## config.mk

```make
export PLATFORM = sky130hd
export DESIGN_NAME = pipe_buf_flat
export DESIGN_NICKNAME = d
export VERILOG_FILES = /design/src/rtl/pipe_buf_pkg.sv /design/src/rtl/pipe_buf_if.sv /design/src/rtl/pipe_buf.sv /design/src/flat_wrapper.sv
export SDC_FILE = /design/constraint.sdc
export NUM_CORES = 1
export LEC_CHECK = 0
export ABC_AREA = 1
export BUFFER_PORTS_ARGS = -buffer_cell sky130_fd_sc_hd__buf_4
export CAP_MARGIN = 15
export CORE_MARGIN = 2
export CORE_UTILIZATION = 54
export DETAILED_ROUTE_END_ITERATION = 12
export PLACE_DENSITY = 0.8
export SETUP_SLACK_MARGIN = 0.02
export SYNTH_ARGS = -nofsm -noshare
export SYNTH_HDL_FRONTEND = slang
export SYNTH_SLANG_ARGS = --single-unit
```

## constraint.sdc

```tcl
create_clock -name clk_in -period 11.7 [get_ports clk_in]
set_input_delay 1.17 -clock clk_in [delete_from_list [all_inputs] [get_ports clk_in]]
set_output_delay 1.17 -clock clk_in [all_outputs]
set_load 0.02 [all_outputs]
```

## src/rtl/pipe_buf_pkg.sv

```systemverilog
// Shared constants and helpers for the elastic pipeline register.
package pipe_buf_pkg;

  localparam int unsigned BubbleW = 16;
  localparam logic [BubbleW-1:0] BubbleMax = 16'hFFFF;

  // A single-entry buffer still needs a 1-bit pointer, pinned at zero.
  function automatic int unsigned ptr_width(input int unsigned depth);
    return (depth > 1) ? $clog2(depth) : 1;
  endfunction

endpackage

```

## src/rtl/pipe_buf_if.sv

```systemverilog
// Upstream/downstream valid-ready handshake bundle of one pipeline boundary.
interface pipe_buf_if #(
  parameter int unsigned DATA_W = 104
) ();

  logic              up_valid_in;
  logic [DATA_W-1:0] up_data_in;
  logic              up_ready_out;
  logic              dn_valid_out;
  logic [DATA_W-1:0] dn_data_out;
  logic              dn_ready_in;

  modport master (
    output up_valid_in, up_data_in, dn_ready_in,
    input  up_ready_out, dn_valid_out, dn_data_out
  );

  modport slave (
    input  up_valid_in, up_data_in, dn_ready_in,
    output up_ready_out, dn_valid_out, dn_data_out
  );

endinterface

```

## src/rtl/pipe_buf.sv

```systemverilog
// Elastic pipeline register: DEPTH-entry FIFO with valid/ready flow control,
// flush, global freeze and a saturating downstream bubble counter.
module pipe_buf
  import pipe_buf_pkg::*;
#(
  parameter int unsigned DATA_W = 104,
  parameter int unsigned DEPTH  = 2,
  parameter int unsigned CNT_W  = $clog2(DEPTH + 1)
) (
  input  logic               clk_in,
  input  logic               rst_in,
  input  logic               rdy_in,
  input  logic               flush_in,
  pipe_buf_if.slave          bus,
  output logic [CNT_W-1:0]   count_out,
  output logic [BubbleW-1:0] bubble_cnt_out
);

  localparam int unsigned PtrW = ptr_width(DEPTH);

  logic [DATA_W-1:0]  mem_q [DEPTH];
  logic [PtrW-1:0]    wr_ptr_q, wr_ptr_d;
  logic [PtrW-1:0]    rd_ptr_q, rd_ptr_d;
  logic [CNT_W-1:0]   count_q, count_d;
  logic [BubbleW-1:0] bubble_q, bubble_d;
  logic               full, empty, push, pop;

  assign full  = (count_q == CNT_W'(DEPTH));
  assign empty = (count_q == '0);

  // Handshakes depend only on registered state and rdy_in.
  assign bus.up_ready_out = rdy_in & ~full;
  assign bus.dn_valid_out = rdy_in & ~empty;
  assign bus.dn_data_out  = bus.dn_valid_out ? mem_q[rd_ptr_q] : '0;

  assign push = bus.up_valid_in & bus.up_ready_out & ~flush_in;
  assign pop  = bus.dn_valid_out & bus.dn_ready_in & ~flush_in;

  assign count_out      = count_q;
  assign bubble_cnt_out = bubble_q;

  always_comb begin
    wr_ptr_d = wr_ptr_q;
    rd_ptr_d = rd_ptr_q;
    count_d  = count_q;
    bubble_d = bubble_q;
    if (flush_in) begin
      wr_ptr_d = '0;
      rd_ptr_d = '0;
      count_d  = '0;
    end else begin
      if (push) begin
        wr_ptr_d = (DEPTH > 1) ? wr_ptr_q + PtrW'(1) : '0;
      end
      if (pop) begin
        rd_ptr_d = (DEPTH > 1) ? rd_ptr_q + PtrW'(1) : '0;
      end
      case ({push, pop})
        2'b10:   count_d = count_q + CNT_W'(1);
        2'b01:   count_d = count_q - CNT_W'(1);
        default: count_d = count_q;
      endcase
      if (rdy_in && bus.dn_ready_in && !bus.dn_valid_out && bubble_q != BubbleMax) begin
        bubble_d = bubble_q + BubbleW'(1);
      end
    end
  end

  always_ff @(posedge clk_in) begin
    if (!rst_in) begin
      wr_ptr_q <= '0;
      rd_ptr_q <= '0;
      count_q  <= '0;
      bubble_q <= '0;
    end else begin
      wr_ptr_q <= wr_ptr_d;
      rd_ptr_q <= rd_ptr_d;
      count_q  <= count_d;
      bubble_q <= bubble_d;
    end
  end

  // Storage needs no reset; entries are only observable once counted.
  always_ff @(posedge clk_in) begin
    if (rst_in && push) begin
      mem_q[wr_ptr_q] <= bus.up_data_in;
    end
  end

endmodule

```

## src/flat_wrapper.sv

```systemverilog
// flat-port wrapper written by rule: the top's interface ports become plain ports
module pipe_buf_flat import pipe_buf_pkg::*;
#(
  parameter int unsigned DATA_W = 104,
  parameter int unsigned DEPTH  = 2,
  parameter int unsigned CNT_W  = $clog2(DEPTH + 1)
)
  (clk_in, rst_in, rdy_in, flush_in, count_out, bubble_cnt_out, bus_up_valid_in, bus_up_data_in, bus_dn_ready_in, bus_up_ready_out, bus_dn_valid_out, bus_dn_data_out);
  pipe_buf_if #(.DATA_W(DATA_W)) bus_i ();
  input  logic clk_in;
  input  logic rst_in;
  input  logic rdy_in;
  input  logic flush_in;
  output logic [CNT_W-1:0] count_out;
  output logic [BubbleW-1:0] bubble_cnt_out;
  input wire logic [$bits(bus_i.up_valid_in)-1:0] bus_up_valid_in;
  input wire logic [$bits(bus_i.up_data_in)-1:0] bus_up_data_in;
  input wire logic [$bits(bus_i.dn_ready_in)-1:0] bus_dn_ready_in;
  output wire logic [$bits(bus_i.up_ready_out)-1:0] bus_up_ready_out;
  output wire logic [$bits(bus_i.dn_valid_out)-1:0] bus_dn_valid_out;
  output wire logic [$bits(bus_i.dn_data_out)-1:0] bus_dn_data_out;
  assign bus_i.up_valid_in = bus_up_valid_in;
  assign bus_i.up_data_in = bus_up_data_in;
  assign bus_i.dn_ready_in = bus_dn_ready_in;
  assign bus_up_ready_out = bus_i.up_ready_out;
  assign bus_dn_valid_out = bus_i.dn_valid_out;
  assign bus_dn_data_out = bus_i.dn_data_out;
  pipe_buf #(.DATA_W(DATA_W), .DEPTH(DEPTH), .CNT_W(CNT_W)) u_core (.clk_in(clk_in), .rst_in(rst_in), .rdy_in(rdy_in), .flush_in(flush_in), .bus(bus_i), .count_out(count_out), .bubble_cnt_out(bubble_cnt_out));
endmodule
```

==> results of run 1 <==
[power by group]
| part | internal, mW | total [mW] | switching [mW] | leakage (nW) |
|---|---|---|---|---|
| clock | 0.405 | 0.700 | 0.294 | 0.347 |
| combinational | 0.0376 | 0.0724 | 0.0348 | 3.10 |
| sequential | 0.901 | 0.904 | 0.00312 | 2.05 |
[metal layers]
metal  track usage [%]  up-vias  wire length [um]
li1                  -     2959                 -
met1             24.44     2854              7696
met2             33.61      233              9506
met3             5.263       32              1766
met4             5.952        0               396
met5                 0        -                 0
[area by class of cell]
cell class              count  area share [%]
multi-input cells         353           18.86
well taps                 225           2.287
flip-flops and latches    229           54.18
clock buffers              26           4.767
repair buffers            239           14.57
inverters                 141           4.299
clock inverters            12           1.027
[cells by family after synthesis]
logic type                 count (synthesis)
xor gates and xnor gates                   3
and+or+nand+nor                          230
adders and majority gates                  2
buffers and inverters                    167
muxes                                    104
DFF                                      229
AOI/OAI and AO/OA                         14
[stage by stage]
| stage | hold WS [ps] | setup slack, ps |
|---|---|---|
| after global routing | 485.2 | 7177 |
| after floorplan | 434.6 | 2094 |
| after detailed placement | 463.7 | 7349 |
| after global placement | 453.6 | 7377 |
| after CTS | 473.9 | 7305 |
| final | 470.2 | 7306 |
[worst reg2reg max path: stages (launching register included)]
cell and delay, ps:
dfxtp_1 480, nor2_4 90, nor2_4 650, nand2_1 240, nor2_1 160, ha_1 270, a21oi_1 120, o21a_1 140
o21ai_0 70, a21oi_1 120
[state kept, by name, indices dropped and copies added, names as in the netlist, named ones only]
| signal | flops |
|---|---|
| u_core.mem_q | 208 |
| u_core.bubble_cnt_out | 16 |
| u_core.count_out | 2 |
| u_core.rd_ptr_q | 1 |
| u_core.wr_ptr_q | 1 |
[worst max-delay path by stage]
stage / start / to / slack, ps / depth (start not counted)
3_3_place_gp: rdy_in / bus_dn_data_out[0] / 7380 / 7
6_report: rdy_in / bus_dn_data_out[51] / 7310 / 7
4_1_cts: rdy_in / bus_dn_data_out[51] / 7300 / 7
3_5_place_dp: rdy_in / bus_dn_data_out[51] / 7350 / 7
2_1_floorplan: rdy_in / u_core.mem_q[0][0] / 2090 / 5
5_1_grt: rdy_in / bus_dn_data_out[51] / 7180 / 7
[synthesized netlist by cell type]
library cell and n:
nand2_2 3, nor3_1 3, nor2_4 5, inv_1 137, buf_8 1, o21ai_0 2
clkbuf_1 1, xor2_1 3, buf_1 5, and2_1 1, buf_2 5, dfxtp_1 21
nand3_4 1, nor2_2 5, nor2_1 34, nand3_1 15, mux2_2 104, nand2_4 1
nand4_1 4, nand2_1 152, edfxtp_1 208, clkinv_1 3, o21a_1 1, inv_2 1
nand3_2 6, buf_4 13, clkbuf_8 1, ha_1 2, a21oi_1 11
==> impl_metrics.tcl, run 1 <==
set metrics [dict create \
    outcome "finished clean" \
    grt_pass1_wl_um 28790 \
    startpoint_type "input port" \
    seq_area_um2 6670 \
    grt_pass1_vias 5754 \
    syn_nets 861 \
    root_buffer "clkbuf_16" \
    drive_above_1_share_pct 39.90 \
    diodes 0 \
    cp.required_ps 10530 \
    worstPathMaxFanout 73 \
    cpPeakStageDelay_ps 710 \
    yosys_warnings 0 \
    drv_cap 0 \
    initialDrtViolationCount 330 \
    holdPathStages 2 \
    final_hold_viol_count 0 \
    dieArea_um2 19010 \
    cp_slowest_cell "buf_4" \
    clockBufferDepth 3 \
    rsz0062_at_grt "false" \
    ys_top_cells_by_area "edfxtp_1 (65%), mux2_2 (12%), nand2_1 (5.9%)" \
    cts_made_buffers 23 \
    final_common_cell "buf_4" \
    min_period_ps 4394 \
    syn_inst 749 \
    utilization_pct 70.68 \
    synth-compound-area-share_pct 0.7497 \
    synth_xor_area_share_pct 0.2715 \
    io_pins 234 \
    cp_top_family "buffers and inverters" \
    synth_top_family_by_area "multiplexers" \
    endpoint_kind "output port" \
    place.gp.congestion 0.7925 \
    r2r-start "u_core.count_out[0]" \
    power_density_nw_per_um2 136.2 \
    clock-sinks 229 \
    synth_area_per_cell_um2 12.92 \
    fin_skew_ps 6.993 \
    max_slew.worst_pin.slew_ps 1108 \
    peakVddDrop_mv 0.1026 \
    drv_slew 0 \
    reg2reg_depth 9 \
    route.detailed.wl_per_inst_um 15.81 \
    area_growth_pct 27.19 \
    r2r_slack_ps 9290 \
    multi_input_area_um2 2322 \
    synthMuxAreaShare_pct 12.10 \
    path_buf_inv 5 \
    grt_max_degree 84 \
    hold_class "reg2reg" \
    cp.arrival_ps 3220 \
    drt-vias-per-instance 4.962 \
    yosys.area_share.simple_pct 10.48 \
    dr.pass1.iters 4 \
    hold_buffers 0 \
    hp-start "u_core.wr_ptr_q" \
    ys_seq_elements 229 \
    setup_viol 0 \
    worstHoldEndpoint "u_core.wr_ptr_q" \
    tns_ps 0 \
    grtUsageTotal_pct 19.60 \
    crit_chain "buf_4, inv_1, nor2_4, buf_4, nand2_1, inv_1, buf_4" \
    core_um2 17420 \
    syn_area_um2 9679 \
    cts_resized 0 \
    synth-adder-area-share_pct 0.2585 \
    cts_tree "built" \
    min_period_over_period_pct 37.56 \
    place_hpwl_um 12560 \
    vias 6078 \
    h-tree-depth 1 \
    fill_cells 1237 \
    place_area_um2 11600 \
    synth.top_cell.area_share_pct 64.53 \
    yosysTopAreaCell "edfxtp_1" \
    fmax_ghz 0.2276 \
    total_power_mw 1.677 \
    clkTransAtPathRegs_ps 60 \
    antenna_found_initial 0 \
    reg2reg_to "u_core.count_out[1]" \
    die_h_um 137.9 \
    clock_latency_ps 520 \
    ys_types 29 \
    dp_cells 1187 \
    drt-total-wl_um 19370 \
    slew-limit-headroom_pct 26.11 \
    fp-row-count 48 \
    critPathMostFrequentCell "buf_4" \
    io_buffers 233 \
    fin_nets 1099 \
    mostFrequentLayoutCells "buf_4 (239), edfxtp_1 (208), nand2_1 (152), inv_1 (137), mux2_2 (104)" \
    ys_seq_area_share_pct 68.87 \
    instances_no_fill 1225 \
    ant_nets 0 \
    power_leakage_nw 5.500 \
    setup.worst_path.class "in2out" \
    post_cts_buffers 0 \
    final_cell_area_um2 12310 \
    start_util_pct 55.57 \
    drcViolationCount 0 \
    overflow 0 \
    die_w_um 137.9 \
]
No activity file was read; power rests on OpenSTA's default activity.
==> inputs of run 2 (changes only) <==
- CORE_UTILIZATION: 54 -> 48
- PLACE_DENSITY: 0.8 -> 0.76
- clock period: 11.7 -> 3.6 ns (I/O delays scaled with it)
==> run 2 against run 1 <==
Sequential power increased to 3.3 times the previous value. Clock skew increased by 3.1 ps. Global-route usage down 1.1 points. First-iteration DRC count down 1.8%. Critical path depth shrank 2. Register-to-register slack got worse by 7600 ps. Sequential cell count unchanged. Critical endpoint is now bus_dn_data_out[64].
==> impl_metrics.tcl, run 2 (same netlist as run 1, synthesis figures left out) <==
set metrics [dict create \
    core_um2 19650 \
    startpoint_type "flip-flop" \
    grtUsageTotal_pct 18.51 \
    slew-limit-headroom_pct 55.92 \
    peakVddDrop_mv 0.3212 \
    largest_register "u_core.mem_q" \
    cpPeakStageDelay_ps 540 \
    vias 6059 \
    rsz0062_at_grt "false" \
    endpoint_kind "output port" \
    cp_slowest_cell "dfxtp_4" \
    clockBufferDepth 3 \
    clock-sinks 229 \
    hold_ws_ps 41.42 \
    fin_skew_ps 10.11 \
    hold_class "in2reg" \
    clkTransAtPathRegs_ps 60 \
    cp.arrival_ps 2170 \
    final_hold_viol_count 0 \
    r2r_slack_ps 1640 \
    min_period_ps 2530 \
    path_buf_inv 3 \
    route.detailed.wl_per_inst_um 15.93 \
    min_period_over_period_pct 70.29 \
    io_buffers 233 \
    setup.worst_path.class "reg2out" \
    power_leakage_nw 5.570 \
    place_hpwl_um 13180 \
    io_pins 234 \
    die_h_um 146.0 \
    place.gp.congestion 0.8928 \
    cp.depth 5 \
    cts_resized 0 \
    wl_met2_um 10080 \
    drv_cap 0 \
    final_cell_area_um2 12550 \
    dr_wl_met3_um 1709 \
    clock_latency_ps 500 \
    die_w_um 146.0 \
    drv_slew 0 \
    final_common_cell "buf_4" \
    grt_max_degree 105 \
    cts_tree "built" \
    crit_chain "buf_4, mux2_2, nand2_1, inv_1, buf_4" \
    place_area_um2 11710 \
    h-tree-depth 1 \
    dr.pass1.iters 5 \
    instances_no_fill 1271 \
    grt_pass1_vias 6151 \
    antenna_found_initial 0 \
    total_power_mw 5.745 \
    hold_buffers 0 \
    fin_nets 1100 \
    drcViolationCount 0 \
    dieArea_um2 21320 \
    root_buffer "clkbuf_16" \
    overflow 0 \
    max_slew.worst_pin.slew_ps 661.1 \
    grt_pass1_wl_um 31620 \
    ant_nets 0 \
    tns_ps 0 \
    fp-row-count 51 \
    drt-total-wl_um 20240 \
    cts_made_buffers 24 \
    reg2reg_to "u_core.mem_q[0][52]" \
    reg2reg_depth 6 \
    drt-vias-per-instance 4.767 \
    endpoint "bus_dn_data_out[64]" \
    cp_top_family "buffers and inverters" \
    power_density_nw_per_um2 457.7 \
    r2r-start "u_core.count_out[0]" \
    area_growth_pct 29.67 \
    post_cts_buffers 0 \
    setup_viol 0 \
    highest_layer "met4" \
    initialDrtViolationCount 324 \
    diodes 0 \
    dp_cells 1227 \
    start_util_pct 49.25 \
    outcome "finished clean" \
    drive_above_1_share_pct 40.85 \
    worstPathMaxFanout 29 \
    critPathMostFrequentCell "buf_4" \
    largest_reg_flops 208 \
    fmax_ghz 0.3952 \
    mostFrequentLayoutCells "buf_4 (236), edfxtp_1 (208), nand2_1 (152), inv_1 (135), mux2_2 (104)" \
    cp.required_ps 3240 \
    route.layer.met1.wl_um 8004 \
]
-- run 2: cell types whose count changed in the layout (fill, tap and decap cells not counted), moves of 2 or more --
cell        before  now
clkbuf_1         3    6
buf_12           0    3
buf_4          239  236
inv_2            1    3
clkinvlp_4       1    3
inv_1          137  135
clkinv_1         7    3
clkbuf_16       23   25
clkbuf_8         0    2
bufinv_16        2    4
-- run 2: through the flow --
step                worst slack [ps]  util [%]
finish                          1070     63.86
global route                   934.5     63.86
CTS                             1030     63.86
detailed placement              1560     59.57
global placement                1571     59.57
floorplan                     -250.6         -
-- run 2: area by class of cell --
class,count,area (um2)
multi-input cells,353,2342
clock inverters,11,166.4
well taps,265,331.6
inverters,141,529.3
repair buffers,239,1832
clock buffers,33,675.6
fillers,1530,7103
flip-flops and latches,229,6674
-- run 2: power by group --
part           switching [mW]  internal (mW)
sequential             0.0102           2.93
combinational           0.115          0.124
clock                   0.962           1.60
total                    1.09           4.66
-- run 2: routing by layer --
layer	global-route usage, %	up-vias
li1	-	2953
met1	22.65	2850
met2	32.64	220
met3	4.702	36
met4	5.194	0
met5	0	-
-- run 2: worst min path at each step --
stage | start | to | slack (ps) | cells after the start
finish | bus_up_data_in[35] | u_core.mem_q[1][35] | 40 | 1
detailed placement | u_core.rd_ptr_q | u_core.rd_ptr_q | 470 | 2
global placement | u_core.rd_ptr_q | u_core.rd_ptr_q | 460 | 2
global route | bus_up_data_in[35] | u_core.mem_q[0][35] | 20 | 1
floorplan | u_core.rd_ptr_q | flip-flop | 450 | 2
CTS | bus_up_data_in[35] | u_core.mem_q[1][35] | 20 | 1
-- run 2: worst reg2reg max path, delay by kind of cell, from the launching register on --
kind                   cells  cell delay [ps]
AO/OA/AOI/OAI              1              140
flip-flops                 1              400
buffers and inverters      3              580
AND/OR/NAND/NOR            2              370
